===== config.mk =====
export PLATFORM = sky130hd
export DESIGN_NAME = axi_write_queue_flat
export DESIGN_NICKNAME = d
export VERILOG_FILES = /design/src/rtl/axi_write_queue_pkg.sv /design/src/rtl/ADAM_SEQ.sv /design/src/rtl/wq_fifo.sv /design/src/rtl/axi_write_queue.sv /design/src/flat_wrapper.sv
export SDC_FILE = /design/constraint.sdc
export NUM_CORES = 1
export LEC_CHECK = 0
export CAP_MARGIN = 20
export CELL_PAD_IN_SITES_DETAIL_PLACEMENT = 1
export CELL_PAD_IN_SITES_GLOBAL_PLACEMENT = 1
export CORE_UTILIZATION = 48
export CTS_CLUSTER_SIZE = 12
export DETAILED_ROUTE_END_ITERATION = 8
export HOLD_SLACK_MARGIN = 0.12
export MAX_ROUTING_LAYER = met4
export PLACE_DENSITY_LB_ADDON = 0.25
export SYNTH_ARGS = -nofsm -noshare
export SYNTH_HDL_FRONTEND = slang
export SYNTH_HIERARCHICAL = 1
export SYNTH_SLANG_ARGS = --single-unit

===== constraint.sdc =====
create_clock -name seq_port_clk -period 3.06 [get_ports seq_port_clk]
set_input_delay 0.765 -clock seq_port_clk [delete_from_list [all_inputs] [get_ports seq_port_clk]]
set_output_delay 0.765 -clock seq_port_clk [all_outputs]
set_load 0.02 [all_outputs]

===== src/rtl/axi_write_queue_pkg.sv =====
// Shared types for the AXI-Lite write queue: queued entry layout and control FSM states.
package axi_write_queue_pkg;

   typedef struct packed {
      logic [31:0] addr;
      logic [31:0] data;
   } wr_entry_t;

   typedef enum logic [1:0] {
      IDLE  = 2'd0,
      ISSUE = 2'd1,
      STALL = 2'd2
   } wq_state_e;

endpackage


===== src/rtl/ADAM_SEQ.sv =====
// Clock/reset bundle shared by sequential blocks; rst is synchronous and active-high.
interface ADAM_SEQ;
   logic clk;
   logic rst;

   modport Master (output clk, rst);
   modport Slave  (input  clk, rst);
endinterface


===== src/rtl/wq_fifo.sv =====
// Circular buffer of write entries with wrapping pointers, count, and a flush that discards everything.
module wq_fifo
   import axi_write_queue_pkg::*;
#(
   parameter int unsigned DEPTH = 8
) (
   input  logic                   clk_i,
   input  logic                   rst_i,
   input  logic                   push_i,
   input  wr_entry_t              entry_i,
   input  logic                   pop_i,
   input  logic                   flush_i,
   output wr_entry_t              head_o,
   output logic [$clog2(DEPTH):0] count_o,
   output logic                   full_o,
   output logic                   empty_o
);

   localparam int unsigned AW = $clog2(DEPTH);
   localparam logic [AW:0] FULL_CNT = (AW+1)'(DEPTH);

   wr_entry_t     mem_q [DEPTH];
   logic [AW-1:0] wptr_q, wptr_d;
   logic [AW-1:0] rptr_q, rptr_d;
   logic [AW:0]   count_q, count_d;
   logic          wr_en, rd_en;

   assign full_o  = (count_q == FULL_CNT);
   assign empty_o = (count_q == '0);
   assign count_o = count_q;
   assign head_o  = mem_q[rptr_q];

   // A pop in the same cycle frees the slot, so a push into a full buffer still lands.
   assign rd_en = pop_i && !flush_i && !empty_o;
   assign wr_en = push_i && !flush_i && (!full_o || rd_en);

   always_comb begin
      wptr_d  = wptr_q;
      rptr_d  = rptr_q;
      count_d = count_q;
      if (flush_i) begin
         wptr_d  = '0;
         rptr_d  = '0;
         count_d = '0;
      end else begin
         if (wr_en) wptr_d = wptr_q + 1'b1;
         if (rd_en) rptr_d = rptr_q + 1'b1;
         count_d = count_q + {{AW{1'b0}}, wr_en} - {{AW{1'b0}}, rd_en};
      end
   end

   always_ff @(posedge clk_i) begin
      if (rst_i) begin
         wptr_q  <= '0;
         rptr_q  <= '0;
         count_q <= '0;
         mem_q   <= '{default: '0};
      end else begin
         wptr_q  <= wptr_d;
         rptr_q  <= rptr_d;
         count_q <= count_d;
         if (wr_en) mem_q[wptr_q] <= entry_i;
      end
   end

endmodule


===== src/rtl/axi_write_queue.sv =====
// Buffered FIFO write-request source with ack watchdog for the arbiter's FSM side.
// Optional AXI_WRITE_QUEUE_STATS_EN adds wr_count_o and hwm_o statistics outputs.
module axi_write_queue
   import axi_write_queue_pkg::*;
#(
   parameter int unsigned DEPTH   = 8,
   parameter int unsigned TIMEOUT = 1023
) (
   ADAM_SEQ.Slave                 seq_port,
   input  logic                   push_valid_i,
   output logic                   push_ready_o,
   input  logic [31:0]            push_addr_i,
   input  logic [31:0]            push_data_i,
   input  logic                   flush_i,
   output logic                   req_o,
   output logic [31:0]            adress_o,
   output logic [31:0]            data_o,
   input  logic                   ack_i,
   output logic [$clog2(DEPTH):0] level_o,
   output logic                   timeout_o,
   output logic                   idle_o
`ifdef AXI_WRITE_QUEUE_STATS_EN
   ,
   output logic [31:0]            wr_count_o,
   output logic [$clog2(DEPTH):0] hwm_o
`endif
);

   localparam int unsigned LW = $clog2(DEPTH) + 1;
   localparam int unsigned TW = (TIMEOUT > 0) ? $clog2(TIMEOUT + 1) : 1;

   logic          clk, rst;
   wq_state_e     state_q, state_d;
   logic [TW-1:0] timer_q, timer_d;
   logic          timeout_q, timeout_d;
   logic          pop, push_fire;
   wr_entry_t     push_entry, head;
   logic [LW-1:0] fifo_count;
   logic          fifo_full, fifo_empty;

   assign clk = seq_port.clk;
   assign rst = seq_port.rst;

   assign push_entry = '{addr: push_addr_i, data: push_data_i};
   assign pop        = (state_q == ISSUE) && ack_i && !flush_i;
   assign push_fire  = push_valid_i && !flush_i && (!fifo_full || pop);

   wq_fifo #(
      .DEPTH (DEPTH)
   ) u_fifo (
      .clk_i   (clk),
      .rst_i   (rst),
      .push_i  (push_fire),
      .entry_i (push_entry),
      .pop_i   (pop),
      .flush_i (flush_i),
      .head_o  (head),
      .count_o (fifo_count),
      .full_o  (fifo_full),
      .empty_o (fifo_empty)
   );

   always_comb begin
      state_d   = state_q;
      timer_d   = timer_q;
      timeout_d = timeout_q;
      if (flush_i) begin
         state_d   = IDLE;
         timer_d   = '0;
         timeout_d = 1'b0;
      end else begin
         case (state_q)
            IDLE: begin
               timer_d = '0;
               if (push_fire || !fifo_empty) state_d = ISSUE;
            end
            ISSUE: begin
               if (pop) begin
                  timer_d = '0;
                  state_d = ((fifo_count > LW'(1)) || push_fire) ? ISSUE : IDLE;
               end else if (TIMEOUT != 0) begin
                  if (timer_q == TW'(TIMEOUT)) begin
                     state_d   = STALL;
                     timeout_d = 1'b1;
                     timer_d   = '0;
                  end else begin
                     timer_d = timer_q + 1'b1;
                  end
               end
            end
            STALL:   state_d = STALL;
            default: state_d = IDLE;
         endcase
      end
   end

   always_ff @(posedge clk) begin
      if (rst) begin
         state_q   <= IDLE;
         timer_q   <= '0;
         timeout_q <= 1'b0;
      end else begin
         state_q   <= state_d;
         timer_q   <= timer_d;
         timeout_q <= timeout_d;
      end
   end

   assign req_o        = (state_q == ISSUE);
   assign adress_o     = head.addr;
   assign data_o       = head.data;
   assign level_o      = fifo_count;
   assign timeout_o    = timeout_q;
   assign idle_o       = (state_q == IDLE) && fifo_empty;
   assign push_ready_o = !fifo_full;

`ifdef AXI_WRITE_QUEUE_STATS_EN
   logic [31:0]   wr_count_q, wr_count_d;
   logic [LW-1:0] hwm_q, hwm_d;

   // Survives flush on purpose: these describe lifetime traffic since reset.
   always_comb begin
      wr_count_d = wr_count_q + 32'(pop);
      hwm_d      = (fifo_count > hwm_q) ? fifo_count : hwm_q;
   end

   always_ff @(posedge clk) begin
      if (rst) begin
         wr_count_q <= '0;
         hwm_q      <= '0;
      end else begin
         wr_count_q <= wr_count_d;
         hwm_q      <= hwm_d;
      end
   end

   assign wr_count_o = wr_count_q;
   assign hwm_o      = hwm_q;
`endif

endmodule


===== src/flat_wrapper.sv =====
// flat-port wrapper written by rule: the top's interface ports become plain ports
module axi_write_queue_flat import axi_write_queue_pkg::*;
#(
   parameter int unsigned DEPTH   = 8,
   parameter int unsigned TIMEOUT = 1023
)
  (push_valid_i, push_ready_o, push_addr_i, push_data_i, flush_i, req_o, adress_o, data_o, ack_i, level_o, timeout_o, idle_o, seq_port_clk, seq_port_rst);
  ADAM_SEQ seq_port_i ();
  input  logic push_valid_i;
  output logic push_ready_o;
  input  logic [31:0] push_addr_i;
  input  logic [31:0] push_data_i;
  input  logic flush_i;
  output logic req_o;
  output logic [31:0] adress_o;
  output logic [31:0] data_o;
  input  logic ack_i;
  output logic [$clog2(DEPTH):0] level_o;
  output logic timeout_o;
  output logic idle_o;
  input wire logic [$bits(seq_port_i.clk)-1:0] seq_port_clk;
  input wire logic [$bits(seq_port_i.rst)-1:0] seq_port_rst;
  assign seq_port_i.clk = seq_port_clk;
  assign seq_port_i.rst = seq_port_rst;
  axi_write_queue #(.DEPTH(DEPTH), .TIMEOUT(TIMEOUT)) u_core (.seq_port(seq_port_i), .push_valid_i(push_valid_i), .push_ready_o(push_ready_o), .push_addr_i(push_addr_i), .push_data_i(push_data_i), .flush_i(flush_i), .req_o(req_o), .adress_o(adress_o), .data_o(data_o), .ack_i(ack_i), .level_o(level_o), .timeout_o(timeout_o), .idle_o(idle_o));
endmodule

======== Yosys cells after proc, flatten, opt, wreduce, memory -nomap -nowiden ========
Index checks and enable logic that the tools add are counted.
storage, ports and cells
  register bits after elaboration ......... 535
  input port bits ......................... 69
  output and inout bits ................... 72
  logic and storage cells ................. 77
operators by class
  $add $sub $neg .......................... 5
  magnitude comparators ................... 4
  eq/ne operators ......................... 6
  mux-type cells .......................... 14
  bitwise gates (word level) .............. 3
  reductions and logical operators ........ 23
operators with widths
  cell                                                      number
  bitwise mux 512 bit                                       1
  binary-select mux 64 bit (select 3 bit)                   1
  demux 64 bit (select 3 bit)                               1
  2-to-1 mux 64 bit                                         3
  2-to-1 mux 10 bit                                         2
  one-hot mux 10 bit (2 select lines)                       1
  adder 10 x 1 -> 10 bit, second input constant             1
  == test 10 bit, second input constant                     1
  logical AND 1 bit                                         10
  greater-or-equal comparator 4 bit, second input constant  2
  NOT 3 -> 4 bit                                            2
  adder 3 x 1 -> 3 bit, second input constant               2
  2-to-1 mux 2 bit                                          3
  one-hot mux 2 bit (3 select lines)                        1
  adder 4 x 1 -> 4 bit                                      1
  == test 4 bit, second input constant                      1
  > comparator 4 x 1 -> 1 bit, second input constant        1
  logical NOT 4 bit                                         1
  logical OR 1 bit                                          4
  < comparator 4 x 1 -> 1 bit, second input constant        1
  subtractor 4 x 1 -> 4 bit                                 1
  logical NOT 1 bit                                         3
  != test 3 x 1 -> 1 bit, second input constant             1
  AND reduction 3 bit                                       1
  other kinds (9)                                           9

======== Depth between registers and ports, before layout ========
  depth after elaboration ................. 9
  depth in mapped cells ................... 14
  mapped depth without buffers ............ 13

======== By module ========
The synthesis kept the hierarchy.
by module, submodules not included
  module           times used  cells an instance  area each (um^2)  seq. area each (um^2)
  wq_fifo          1           2,096              24,828.8          10,450.0
  axi_write_queue  1           74                 660.6             260.2

======== Least setup slack after synthesis ========
Ideal clock, no wire load.
  path kind ............................... register -> register
  from .................................... register u_core.state_q[0]
  to ...................................... register u_core.u_fifo.count_q[2] (netlist: u_core/u_fifo/count_o[2])
  setup time .............................. 114 ps
  data arrival time ....................... 2,810 ps
  data required time ...................... 2,946 ps
  slack ................................... 136 ps
  stages on the path, launching flop included .. 12
  buffers on the path ..................... 0
  clock period less this slack ............ 2,924 ps
  cells stage by stage .................... dfxtp_1 -> nor2b_1 -> nand2_1 -> nor2_1 -> or3b_2 -> a21boi_0 -> a21o_1 -> ha_1 -> inv_1 -> fa_1 -> xor2_1 -> nor2_1
on the way
  word-level cells in the longest chain between the ends .. 9
RTL lines
  what                                                   line                                  text
  from (decl)                                            axi_write_queue.sv:33                 wq_state_e state_q, state_d;
  from (signal assigned)                                 axi_write_queue.sv:103                state_q <= state_d;
  == test 2 x 1 -> 1 bit *                               n/a
  named net req_o                                        flat_wrapper.sv:14                    output logic req_o;
  logical AND 1 bit * (2 in a row)                       axi_write_queue.sv:45                 assign pop = (state_q == ISSUE) && ack_i && !flush_i;
  named net u_core.pop                                   axi_write_queue.sv:36                 logic pop, push_fire;
  logical OR 1 bit or logical AND 1 bit (tied branches)  axi_write_queue.sv:46, wq_fifo.sv:34
  logical AND 1 bit (on tied branches)                   axi_write_queue.sv:46, wq_fifo.sv:34
  logical AND 1 bit or logical OR 1 bit (tied branches)  wq_fifo.sv:35                         assign wr_en = push_i && !flush_i && (!full_o || rd_en);
  logical AND 1 bit                                      wq_fifo.sv:35
  adder 4 x 1 -> 4 bit                                   wq_fifo.sv:48                         count_d = count_q + {{AW{1'b0}}, wr_en} - {{AW{1'b0}}, rd_en};
  subtractor 4 x 1 -> 4 bit *                            wq_fifo.sv:48
  to (signal assigned)                                   wq_fifo.sv:61                         count_q <= count_d;
  to (decl)                                              wq_fifo.sv:25                         logic [AW:0] count_q, count_d;
Mark *: on every way through the listed nets, which the timed path passes. The rest lies on a longest branch.
A chain may end at the register's enable or synchronous reset.

======== Worst setup path after layout ========
  from .................................... register u_core.u_fifo.rptr_q[0]
  to ...................................... output port data_o[14]
on the way
  word-level cells in the longest chain between the ends .. 4
RTL lines
  what                                                  line                text
  from (decl)                                           wq_fifo.sv:24       logic [AW-1:0] rptr_q, rptr_d;
  from (signal assigned)                                wq_fifo.sv:60       rptr_q <= rptr_d;
  NOT 3 -> 4 bit (implied by the code)                  wq_fifo.sv:31       assign head_o = mem_q[rptr_q];
  binary-select mux 64 bit (select 3 bit)               wq_fifo.sv:31
  2-to-1 mux 64 bit (implied by the code) (2 in a row)  wq_fifo.sv:31
  to (decl)                                             flat_wrapper.sv:16  output logic [31:0] data_o;
Every way passes these cells. The select of a mux whose other input is x is not followed.

==> insert_results.sql <==
INSERT INTO impl_metrics (metric_group, metric, value, unit) VALUES
('outcome', 'status', 'finished with violations', ''),
('outcome', 'failed_checks', 'setup timing', ''),
('clocking', 'clkLatencyLatePin', '0.61', 'ns'),
('synthesis', 'mappedNetlistNets', '2248', ''),
('clocking', 'tritoncts_num_sinks', '535', ''),
('clocking', 'clock_tree.root_cell', 'clkbuf_16', ''),
('synthesis', 'syn-mean-instance-area', '11.7', 'sq um'),
('setup_path', 'worst_r2r_path_depth', '11', ''),
('final_layout', 'fraction_of_final_layout_cells_with_drive_strength_greater_than_1', '0.226', ''),
('clocking', 'post_cts_hold_buffer_count', '0', ''),
('setup_path', 'path_max_fanout', '7', ''),
('clocking', 'htreeDepth', '2', ''),
('final_layout', 'final-seq-area', '0.0107', 'sq mm'),
('floorplan', 'floorplan_die_area', '0.0540', 'sq mm'),
('clocking', 'cts_buffers', '59', ''),
('setup_path', 'critPathCaptureType', 'output port', ''),
('setup_path', 'crit_path_cells', 'buf_12 > buf_16 > buf_4 > mux4_2 > mux2_4 > buf_6', ''),
('timing', 'post_route_setup_tns', '-3.72', 'ns'),
('final_layout', 'layout.cells.most_common_list', '578 x nand2b_1, 532 x dfxtp_1, 516 x mux2i_1, 128 x mux4_2, 93 x buf_4', ''),
('final_layout', 'layout.cell_area.non_filler', '0.0305', 'sq mm'),
('floorplan', 'io_pins', '141', ''),
('synthesis', 'synth_ff_type', 'dfxtp_1', ''),
('synthesis', 'yosys_warnings', '6', ''),
('min_path', 'hold_wc_path_type', 'flop to flop', ''),
('floorplan', 'row_count', '84', ''),
('placed_design', 'dpl.hpwl', '39100', 'microns'),
('timing', 'slew_headroom', '0.598', ''),
('setup_path', 'setup.worst_path.end', 'data_o[14]', ''),
('floorplan', 'initial_utilization', '0.485', ''),
('final_layout', 'diodes', '0', ''),
('drt', 'detail_route.wirelength', '66400', 'microns'),
('timing', 'holdWs', '0.473', 'ns'),
('pwr', 'irDropWorstVdd', '396', 'uV'),
('placed_design', 'io_buffers', '140', ''),
('global_routing', 'first_global_vias', '18200', ''),
('drt', 'detailroute.via_count', '16700', ''),
('timing', 'timing.final.ws_setup', '-0.148', 'ns'),
('timing', 'timing.final.setup_violations', '55', ''),
('setup_path', 'crit_type', 'flop to output port', ''),
('placed_design', 'dpl-instance-area', '0.0275', 'sq mm'),
('global_routing', 'grt_max_degree', '104', ''),
('timing', 'skew', '0.0106', 'ns'),
('setup_path', 'critical_path.startpoint', 'u_core/u_fifo/rptr_q[0]$_SDFFE_PP0P_', ''),
('placed_design', 'placed_cells', '2869', ''),
('final_layout', 'num-fill-cells', '5310', ''),
('drt', 'drt_pass1_iterations', '4', ''),
('setup_path', 'r2r-end', 'u_core/u_fifo/count_o[2]$_SDFF_PP0_', ''),
('timing', 'final_min_period_over_clock_period', '1.05', ''),
('global_routing', 'grt_remaining_overflow', '0', ''),
('clocking', 'cts_tree', 'done', ''),
('setup_path', 'r2r_slack', '0.26', 'ns'),
('timing', 'highest_attainable_clock_frequency', '0.312', 'GHz'),
('pwr', 'areal_power_density_over_the_cells', '483', 'mW/mm^2'),
('timing', 'rsz0062_at_grt', 'true', ''),
('pwr', 'overall_power_of_the_completed_layout', '0.0147', 'W'),
('final_layout', 'stdcell_count', '3051', ''),
('synthesis', 'synthCells', '2170', ''),
('drt', 'vias_per_cell', '5.47', ''),
('run', 'maxCapViolations', '0', ''),
('setup_path', 'critical-path-max-stage-delay', '0.50', 'ns'),
('pwr', 'power.leakage', '13.8', 'nW'),
('clocking', 'cts_buffer_depth', '3', ''),
('floorplan', 'die_w', '232', 'microns'),
('timing', 'report.final.slew_viol_count', '0', ''),
('setup_path', 'crit_arrival', '2.44', 'ns'),
('timing', 'timing_worst_slew_pin_value', '0.602', 'ns'),
('global_routing', 'antenna_found_initial', '0', ''),
('setup_path', 'worst-endpoint-required', '2.29', 'ns'),
('setup_path', 'critPathLaunchType', 'flop', ''),
('final_layout', 'area_of_the_multi_input_gates', '0.0134', 'sq mm'),
('clocking', 'clk_pin_slew_worst_paths', '0.06', 'ns');
metrics by stage:
step / setup slack (ns) / utilization
finish: -0.148 / 0.580
global route: -0.187 / 0.580
CTS: -0.241 / 0.563
detailed placement: -0.475 / 0.523
global placement: -0.415 / 0.523
floorplan: 0.136 / -
timing repair:
item,in CTS,in global routing
buffers inserted,24,41
cloned,4,6
resized for setup,276,157
hold endpoints to repair,0,0
setup endpoints to repair,66,61
state kept, by name (all words and copies together), names as in the netlist:
signal / cells
u_core/u_fifo/mem_q: 512
u_core/timer_q: 10
u_core/u_fifo/count_o: 4
u_core/u_fifo/rptr_q: 3
u_core/u_fifo/wptr_q: 3
u_core/state_q: 2
u_core/timeout_o: 1
cell usage after synthesis, types with 7 or more instances:
library cell  instances  area, sq um
mux2i_1             516         5160
mux2_2               64          721
nand2_1              16         60.1
buf_4                 7         52.6
buf_6                22          248
mux4_2              128         2880
nor2_1               12         45.0
ha_1                  8          100
buf_1                62          233
buf_2                32          160
inv_1                 8         30.0
buf_12               26          521
clkbuf_1             71          267
nand2b_1            578         3620
dfxtp_1             535        10700
a21oi_1               7         35.0
worst reg2reg max path, stage by stage (launching register included):
cell and delay (ns):
dfxtp_1 0.38, nor2b_1 0.23, nand2_1 0.10, nor2_1 0.18, or3b_2 0.49, a21boi_0 0.28
a21o_1 0.16, ha_1 0.16, inv_1 0.06, fa_1 0.41, xor2_1 0.19, nor2_1 0.06
area by class of cell:
type                            instances  share of cell area
Tap cell                              688              0.0283
Sequential cell                       535               0.352
Clock inverter                         16             0.00366
Inverter                                8            0.000986
Multi-Input combinational cell       1403               0.440
Clock buffer                           92              0.0582
Timing Repair Buffer                  309               0.117
layer usage:
| metal | GRT usage | up-vias | routed length, microns |
|---|---|---|---|
| met1 | 0.305 | 8564 | 29800 |
| li1 | - | 7787 | - |
| met2 | 0.420 | 238 | 33200 |
| met3 | 0.0330 | 109 | 2010 |
| met5 | - | - | 0 |
| met4 | 0.0750 | 0 | 1440 |
worst min path at each step:
| stage | from | endpoint | slack (ns) | depth (start not counted) |
|---|---|---|---|---|
| final | u_core/u_fifo/mem_q[298]$_SDFFE_PP0P_ | u_core/u_fifo/mem_q[298]$_SDFFE_PP0P_ | 0.47 | 2 |
| after floorplan | u_core/u_fifo/mem_q[442]$_SDFFE_PP0P_ | u_core/u_fifo/mem_q[442]$_SDFFE_PP0P_ | 0.45 | 2 |
| after CTS | u_core/u_fifo/mem_q[432]$_SDFFE_PP0P_ | u_core/u_fifo/mem_q[432]$_SDFFE_PP0P_ | 0.48 | 2 |
| after global routing | u_core/u_fifo/mem_q[298]$_SDFFE_PP0P_ | u_core/u_fifo/mem_q[298]$_SDFFE_PP0P_ | 0.49 | 2 |
| after global placement | u_core/u_fifo/mem_q[449]$_SDFFE_PP0P_ | u_core/u_fifo/mem_q[449]$_SDFFE_PP0P_ | 0.45 | 2 |
| after detailed placement | u_core/u_fifo/mem_q[412]$_SDFFE_PP0P_ | u_core/u_fifo/mem_q[412]$_SDFFE_PP0P_ | 0.46 | 2 |
cells by family after synthesis:
group           Yosys count  share of synthesized area
compound gates           35                     0.0108
flops                   535                      0.420
buf+inv                 232                     0.0612
fa+ha+maj                 9                    0.00471
simple gates            644                      0.157
mux                     708                      0.344
xor+xnor                  7                    0.00241
power breakdown:
part / internal (W) / switching (W)
Sequential: 0.00700 / 0.0000213
Combinational: 0.000396 / 0.000381
Clock: 0.00403 / 0.00288
No activity file was read; power rests on OpenSTA's default activity.
